### src/rtl/pwm_cap_pkg.sv
// -----------------------------------------------------------------------------
// pwm_cap_pkg
// Shared types and constants for the four-channel PWM duty decoder.
//   cap_state_e : per-channel measurement state (IDLE, HIGH, LOW, STUCK)
//   CNT_W       : width of the period / high-time counters
//   DUTY_W      : width of a decoded duty value
//   DUTY_MAX    : saturation value for a decoded duty
// Helpers:
//   sat_inc     : increment that sticks at all-ones instead of wrapping
//   clamp_duty  : reduce a counter value to a duty, saturating at DUTY_MAX
// -----------------------------------------------------------------------------
package pwm_cap_pkg;

    typedef enum logic [1:0] {
        IDLE,
        HIGH,
        LOW,
        STUCK
    } cap_state_e;

    localparam int CNT_W  = 10;
    localparam int DUTY_W = 8;

    localparam logic [DUTY_W-1:0] DUTY_MAX = 8'hFF;

    // The counters must never wrap: a long-stuck line would otherwise alias
    // back into a plausible-looking period.
    function automatic logic [CNT_W-1:0] sat_inc(input logic [CNT_W-1:0] v);
        return (v == {CNT_W{1'b1}}) ? v : v + 1'b1;
    endfunction

    function automatic logic [DUTY_W-1:0] clamp_duty(input logic [CNT_W-1:0] v);
        return (v > CNT_W'(DUTY_MAX)) ? DUTY_MAX : v[DUTY_W-1:0];
    endfunction

endpackage

### src/rtl/pwm_cap_chan.sv
// -----------------------------------------------------------------------------
// pwm_cap_chan
// One channel of the PWM duty decoder: input synchroniser, rising-edge
// detect, period / high-time counters, measurement FSM and duty register.
//
// Ports:
//   clk        in   system clock
//   reset      in   asynchronous, active-low reset
//   pwm_line   in   raw PWM line, asynchronous to clk
//   duty       out  last published duty
//   valid      out  one-clock strobe in the cycle duty updates
//   period_err out  qualified by valid; measured period differed from PERIOD
//
// Build option:
//   PWMCAP_AVG_EN  when defined, measured publishes are the rounded mean of
//                  the previous and current measurement; otherwise raw.
// -----------------------------------------------------------------------------
module pwm_cap_chan
    import pwm_cap_pkg::*;
#(
    parameter int unsigned PERIOD      = 256,
    parameter int unsigned MARGIN      = 4,
    parameter int unsigned SYNC_STAGES = 2
) (
    input  logic              clk,
    input  logic              reset,
    input  logic              pwm_line,
    output logic [DUTY_W-1:0] duty,
    output logic              valid,
    output logic              period_err
);

    localparam logic [CNT_W-1:0] PERIOD_CNT = CNT_W'(PERIOD);
    localparam logic [CNT_W-1:0] STUCK_CNT  = CNT_W'(PERIOD + MARGIN);

    logic [SYNC_STAGES-1:0] sync_q;
    logic                   prev_q;
    logic                   s;
    logic                   rise;

    logic [CNT_W-1:0]       per_cnt;
    logic [CNT_W-1:0]       hi_cnt;

    cap_state_e             state_q;
    cap_state_e             state_d;

    logic                   pub_meas;
    logic                   pub_stuck;
    logic [DUTY_W-1:0]      stuck_val;
    logic [DUTY_W-1:0]      meas;
    logic [DUTY_W-1:0]      pub_val;

    assign s    = sync_q[SYNC_STAGES-1];
    assign rise = s & ~prev_q;
    assign meas = clamp_duty(hi_cnt);

    // Synchroniser chain plus one more register holding the synchronised
    // level of the previous cycle, so rise is a clean single-cycle pulse.
    always_ff @(posedge clk or negedge reset) begin
        if (!reset) begin
            sync_q <= '0;
            prev_q <= 1'b0;
        end else begin
            sync_q <= {sync_q[SYNC_STAGES-2:0], pwm_line};
            prev_q <= s;
        end
    end

    // Both counters restart at 1 on a rise because the rise cycle itself is
    // the first clock of the new period and of its high time.
    always_ff @(posedge clk or negedge reset) begin
        if (!reset) begin
            per_cnt <= '0;
            hi_cnt  <= '0;
        end else if (rise) begin
            per_cnt <= CNT_W'(1);
            hi_cnt  <= CNT_W'(1);
        end else begin
            per_cnt <= sat_inc(per_cnt);
            if (s) begin
                hi_cnt <= sat_inc(hi_cnt);
            end
        end
    end

    always_ff @(posedge clk or negedge reset) begin
        if (!reset) begin
            state_q <= IDLE;
        end else begin
            state_q <= state_d;
        end
    end

    // Next state and publish requests. A rise always takes priority over the
    // stuck timeout, so a period of exactly PERIOD+MARGIN still measures.
    // IDLE and STUCK only start a measurement on a rise; a measured publish
    // needs a rise from HIGH or LOW, i.e. two consecutive rises.
    always_comb begin
        state_d   = state_q;
        pub_meas  = 1'b0;
        pub_stuck = 1'b0;
        stuck_val = '0;
        case (state_q)
            IDLE: begin
                if (rise) begin
                    state_d = HIGH;
                end else if (per_cnt == STUCK_CNT) begin
                    state_d   = STUCK;
                    pub_stuck = 1'b1;
                    stuck_val = s ? DUTY_MAX : '0;
                end
            end
            HIGH: begin
                if (rise) begin
                    pub_meas = 1'b1;
                end else if (per_cnt == STUCK_CNT) begin
                    state_d   = STUCK;
                    pub_stuck = 1'b1;
                    stuck_val = DUTY_MAX;
                end else if (!s) begin
                    state_d = LOW;
                end
            end
            LOW: begin
                if (rise) begin
                    pub_meas = 1'b1;
                    state_d  = HIGH;
                end else if (per_cnt == STUCK_CNT) begin
                    state_d   = STUCK;
                    pub_stuck = 1'b1;
                    stuck_val = '0;
                end
            end
            STUCK: begin
                if (rise) begin
                    state_d = HIGH;
                end
            end
            default: begin
                state_d = IDLE;
            end
        endcase
    end

`ifdef PWMCAP_AVG_EN
    logic [DUTY_W-1:0] prev_meas_q;
    logic              have_prev_q;
    logic [DUTY_W:0]   sum9;

    assign sum9    = {1'b0, prev_meas_q} + {1'b0, meas} + 9'd1;
    assign pub_val = have_prev_q ? sum9[DUTY_W:1] : meas;

    // History holds the raw previous measurement. A stuck publish breaks the
    // stream, so the next measured publish after it is raw again.
    always_ff @(posedge clk or negedge reset) begin
        if (!reset) begin
            prev_meas_q <= '0;
            have_prev_q <= 1'b0;
        end else if (pub_meas) begin
            prev_meas_q <= meas;
            have_prev_q <= 1'b1;
        end else if (pub_stuck) begin
            have_prev_q <= 1'b0;
        end
    end
`else
    assign pub_val = meas;
`endif

    // Output registers: counters still hold the finished period's values in
    // the rise cycle, which is why publishing is done here and not later.
    always_ff @(posedge clk or negedge reset) begin
        if (!reset) begin
            duty       <= '0;
            valid      <= 1'b0;
            period_err <= 1'b0;
        end else begin
            valid <= pub_meas | pub_stuck;
            if (pub_meas) begin
                duty       <= pub_val;
                period_err <= (per_cnt != PERIOD_CNT);
            end else if (pub_stuck) begin
                duty       <= stuck_val;
                period_err <= 1'b0;
            end
        end
    end

endmodule

### src/rtl/pwm_capture.sv
// -----------------------------------------------------------------------------
// pwm_capture
// Four-channel PWM duty decoder; receive-side counterpart of the RGBW PWM
// generator. Each channel is decoded independently by pwm_cap_chan.
//
// Ports:
//   clk         in   system clock
//   reset       in   asynchronous, active-low reset
//   pwm_in[3:0] in   raw PWM lines, bit n is channel n
//   duty0..3    out  last decoded duty per channel
//   valid[3:0]  out  per-channel one-clock publish strobe
//   period_err  out  per-channel, qualified by valid; period != PERIOD
//
// Build option:
//   PWMCAP_AVG_EN  enables two-sample rounded averaging in every channel.
// -----------------------------------------------------------------------------
module pwm_capture
    import pwm_cap_pkg::*;
#(
    parameter int unsigned PERIOD      = 256,
    parameter int unsigned MARGIN      = 4,
    parameter int unsigned SYNC_STAGES = 2
) (
    input  logic              clk,
    input  logic              reset,
    input  logic [3:0]        pwm_in,
    output logic [DUTY_W-1:0] duty0,
    output logic [DUTY_W-1:0] duty1,
    output logic [DUTY_W-1:0] duty2,
    output logic [DUTY_W-1:0] duty3,
    output logic [3:0]        valid,
    output logic [3:0]        period_err
);

    logic [DUTY_W-1:0] duty_arr [4];

    for (genvar g = 0; g < 4; g++) begin : g_chan
        pwm_cap_chan #(
            .PERIOD      (PERIOD),
            .MARGIN      (MARGIN),
            .SYNC_STAGES (SYNC_STAGES)
        ) u_chan (
            .clk        (clk),
            .reset      (reset),
            .pwm_line   (pwm_in[g]),
            .duty       (duty_arr[g]),
            .valid      (valid[g]),
            .period_err (period_err[g])
        );
    end

    assign duty0 = duty_arr[0];
    assign duty1 = duty_arr[1];
    assign duty2 = duty_arr[2];
    assign duty3 = duty_arr[3];

endmodule

### config.mk
export PLATFORM = sky130hd
export DESIGN_NAME = pwm_capture
export DESIGN_NICKNAME = d
export VERILOG_FILES = /design/src/rtl/pwm_cap_pkg.sv /design/src/rtl/pwm_cap_chan.sv /design/src/rtl/pwm_capture.sv
export SDC_FILE = /design/constraint.sdc
export NUM_CORES = 1
export LEC_CHECK = 0
export ABC_AREA = 1
export CORE_ASPECT_RATIO = 0.75
export CORE_MARGIN = 2
export CORE_UTILIZATION = 45
export DETAILED_ROUTE_END_ITERATION = 10
export GPL_ROUTABILITY_DRIVEN = 0
export PLACE_DENSITY = 0.73
export SLEW_MARGIN = 20
export SYNTH_ARGS = -nofsm -noshare
export SYNTH_HDL_FRONTEND = slang
export SYNTH_HIERARCHICAL = 1
export SYNTH_SLANG_ARGS = --single-unit
### constraint.sdc
create_clock -name clk -period 2 [get_ports clk]
set_input_delay 0.4 -clock clk [delete_from_list [all_inputs] [get_ports clk]]
set_output_delay 0.4 -clock clk [all_outputs]
set_load 0.05 [all_outputs]
==> results.ini <==
[logic_synthesis]
synth_area_per_cell_um2=7.87
synth_seq_cells=140
synth_warnings=6
ys_seq_area_share_pct=44.9
syn_nets=1030
syn_inst=992
synth_cell_types=37
syn_area_um2=7810

[critical_path]
endpoint=duty0[1]
crit_chain=clkdlybuf4s50_1
cp.required_ns=1.60
worstPathMaxFanout=2
timing.rr.start=g_chan[3].u_chan/per_cnt[0]
crit_type=flop to output port
startpoint_type=flop
worstReg2RegEnd=g_chan[3].u_chan/duty[4]
crit_arrival_ns=1.57
crit_start=g_chan[0].u_chan/duty[1]
crit_buf_inv=1
critPathSlowestCell=clkdlybuf4s50_1
r2r_slack_ns=0.29
cp_num_cells=1
slowest_delay_ns=0.80
crit_family=buffers and inverters
r2r_cells=7
crit_path_end_kind=output port

[global_routing]
grt_max_degree=42
grt_pass1_vias=6096
antenna_found_initial=0
track_usage_pct=19.2
grt_overflow=0
grt_pass1_wl_mm=29.1

[layout]
nets=1089
num_antenna_cells=0
synthToLayoutAreaGrowth_pct=16.7
n_fill_cell=1578
stdcell_count=1278
drive_gt1_share_pct=9.22

[placed_design]
post-place-ws_ns=0.312
dp.cells=1246
port_buffers=45
dp_hpwl_mm=11.9

[route]
drt-total-wl_mm=16.8
dr_total_vias=6605
drt-initial-drc-count=480
wire_per_inst_um=13.2
first_pass_iters=5
drc_errors=0
avgViaCountPerCell=5.17
antenna_left=0

[clocking]
cts_buffer_depth=2
htree_levels=4
post_cts_buffers=0
cts_buffers=17
cts_tree=yes
clock_sink_count=140
clk_latency_ns=0.41
clkTransAtPathRegs_ns=0.06
root_buffer=clkbuf_16

[power_and_ir_drop]
peakVddDrop_v=0.000550
p_per_area_nw_per_um2=1130
p_leak_nw=4.92

[floorplan]
die_x_um=156
start_util_pct=46.3
num_rows=41
coreArea_um2=16900
ios=46
dieArea_um2=18400
die_h_um=118

[timing]
whs_ns=0.348
fin_ws_ns=0.0308
tns_ns=0
worst_pin_slew_ns=0.512
post-route-period-util_pct=98.5
maxSlewHeadroom_pct=65.8
layout_min_cycle_time_ns=1.97
setup_viol=0
fmax_mhz=508
skew_ns=0.0119
hold_viol_final=0
rsz0062_at_grt=false
slew_viol_final=0

[min_path]
hold_path_class=flop to flop

[flow_run]
drv_cap=0

[outcome]
status=finished clean

-- kinds of logic after synthesis --
group           count (synthesis)  share of synthesized area, %
buf+inv                       133                          7.36
xor+xnor                       10                          1.12
flops                         140                          44.9
fa+ha+maj                      32                          5.13
simple gates                  553                          32.3
compound gates                124                          9.20
-- metal layers --
metal  vias to the layer above  global-route usage (%)  wire [µm]
met4                         0                    4.53        118
met1                      3097                    28.0       8610
met5                         -                       0          0
li1                       3383                       -          -
met3                        10                    3.87        649
met2                       115                    29.4       7450
-- cell usage in the layout (no fill, tap or decap), drive strengths merged, types with 6 or more instances in the layout --
| cell type | count |
|---|---|
| inv | 113 |
| nand2 | 252 |
| a21oi | 17 |
| dlygate4sd2 | 14 |
| buf | 16 |
| xor2 | 6 |
| nand3 | 150 |
| o31ai | 6 |
| nand4 | 26 |
| ha | 32 |
| clkinv | 9 |
| o21ai | 88 |
| clkdlybuf4s50 | 11 |
| nor3 | 19 |
| dfrtp | 140 |
| clkbuf | 19 |
| dlymetal6s2s | 18 |
| nor2 | 92 |
| or2 | 11 |
-- how the worst min path moves through the flow --
stage	startpoint	to	slack, ns	cells past startpoint
floorplan	reset	g_chan[0].u_chan/duty[0]	0.10	0
global placement	g_chan[1].u_chan/sync_q[0]	g_chan[1].u_chan/sync_q[1]	0.33	0
detailed placement	g_chan[1].u_chan/sync_q[0]	g_chan[1].u_chan/sync_q[1]	0.33	0
CTS	g_chan[1].u_chan/sync_q[0]	g_chan[1].u_chan/sync_q[1]	0.35	0
global route	g_chan[1].u_chan/sync_q[0]	g_chan[1].u_chan/sync_q[1]	0.36	0
finish	g_chan[1].u_chan/sync_q[0]	g_chan[1].u_chan/sync_q[1]	0.35	0
-- sequential cells by signal (all words and copies together) (netlist names) --
signal and flops:
g_chan.u_chan/sync_q 8, g_chan.u_chan/duty 32, g_chan.u_chan/valid 4, g_chan.u_chan/hi_cnt 40, g_chan.u_chan/period_err 4, g_chan.u_chan/prev_q 4
g_chan.u_chan/per_cnt 40, g_chan.u_chan/state_q 8
-- area by class of cell --
type / instances / area, µm² / area share (%)
Clock buffer: 19 / 443 / 4.86
Inverter: 113 / 424 / 4.66
Sequential cell: 140 / 3500 / 38.5
Clock inverter: 12 / 124 / 1.36
Timing Repair Buffer: 60 / 617 / 6.77
Tap cell: 215 / 269 / 2.95
Multi-Input combinational cell: 719 / 3730 / 40.9
-- stage by stage --
step                      area (µm²)  total power, mW  utilization (%)
after detailed placement        8500             7.27             50.4
after floorplan                 7810             6.30                -
after global placement          8500             7.19             50.4
after global routing            9110             10.9             54.0
after CTS                       9060             10.4             53.7
final                           9110             10.3             54.0
-- synthesized netlist by cell type --
master | instances | area [µm²]
ha_1 | 32 | 400
nand4_1 | 25 | 156
xor2_1 | 6 | 52.6
clkbuf_2 | 1 | 5.00
nand4_2 | 1 | 12.5
a31oi_1 | 5 | 31.3
nand3b_1 | 1 | 7.51
inv_1 | 109 | 409
nand3_2 | 7 | 70.1
nor2_2 | 5 | 31.3
o21bai_1 | 4 | 30.0
nor3b_1 | 1 | 7.51
or2_2 | 7 | 43.8
xnor2_1 | 4 | 35.0
buf_8 | 3 | 45.0
dfrtp_1 | 140 | 3500
or2_1 | 3 | 18.8
nand2_1 | 242 | 908
o21ai_2 | 15 | 131
and3_1 | 1 | 6.26
o21ai_0 | 67 | 335
nand3_1 | 143 | 716
buf_2 | 8 | 40.0
a21oi_1 | 17 | 85.1
buf_6 | 3 | 33.8
inv_2 | 4 | 15.0
buf_4 | 2 | 15.0
nand2_4 | 4 | 45.0
or2_0 | 1 | 6.26
nor2_1 | 87 | 327
clkbuf_1 | 3 | 11.3
nand2_2 | 6 | 37.5
nor3_4 | 3 | 48.8
o21ai_1 | 6 | 30.0
o31ai_1 | 6 | 45.0
a21o_1 | 4 | 30.0
nor3_1 | 16 | 80.1
-- what timing repair did --
action / 4_1_cts / 5_1_grt
hold buffers: 1 / 0
gates resized for setup: 14 / 18
hold endpoints to repair: 37 / 0
setup endpoints to repair: 14 / 18
-- where the power goes --
group          switching [mW]  total [mW]  internal, mW
Sequential              0.587        3.95          3.36
Combinational            2.11        3.26          1.14
Clock                    1.20        3.05          1.85
Total                    3.89        10.3          6.36
(Power assumes the default switching activity.)
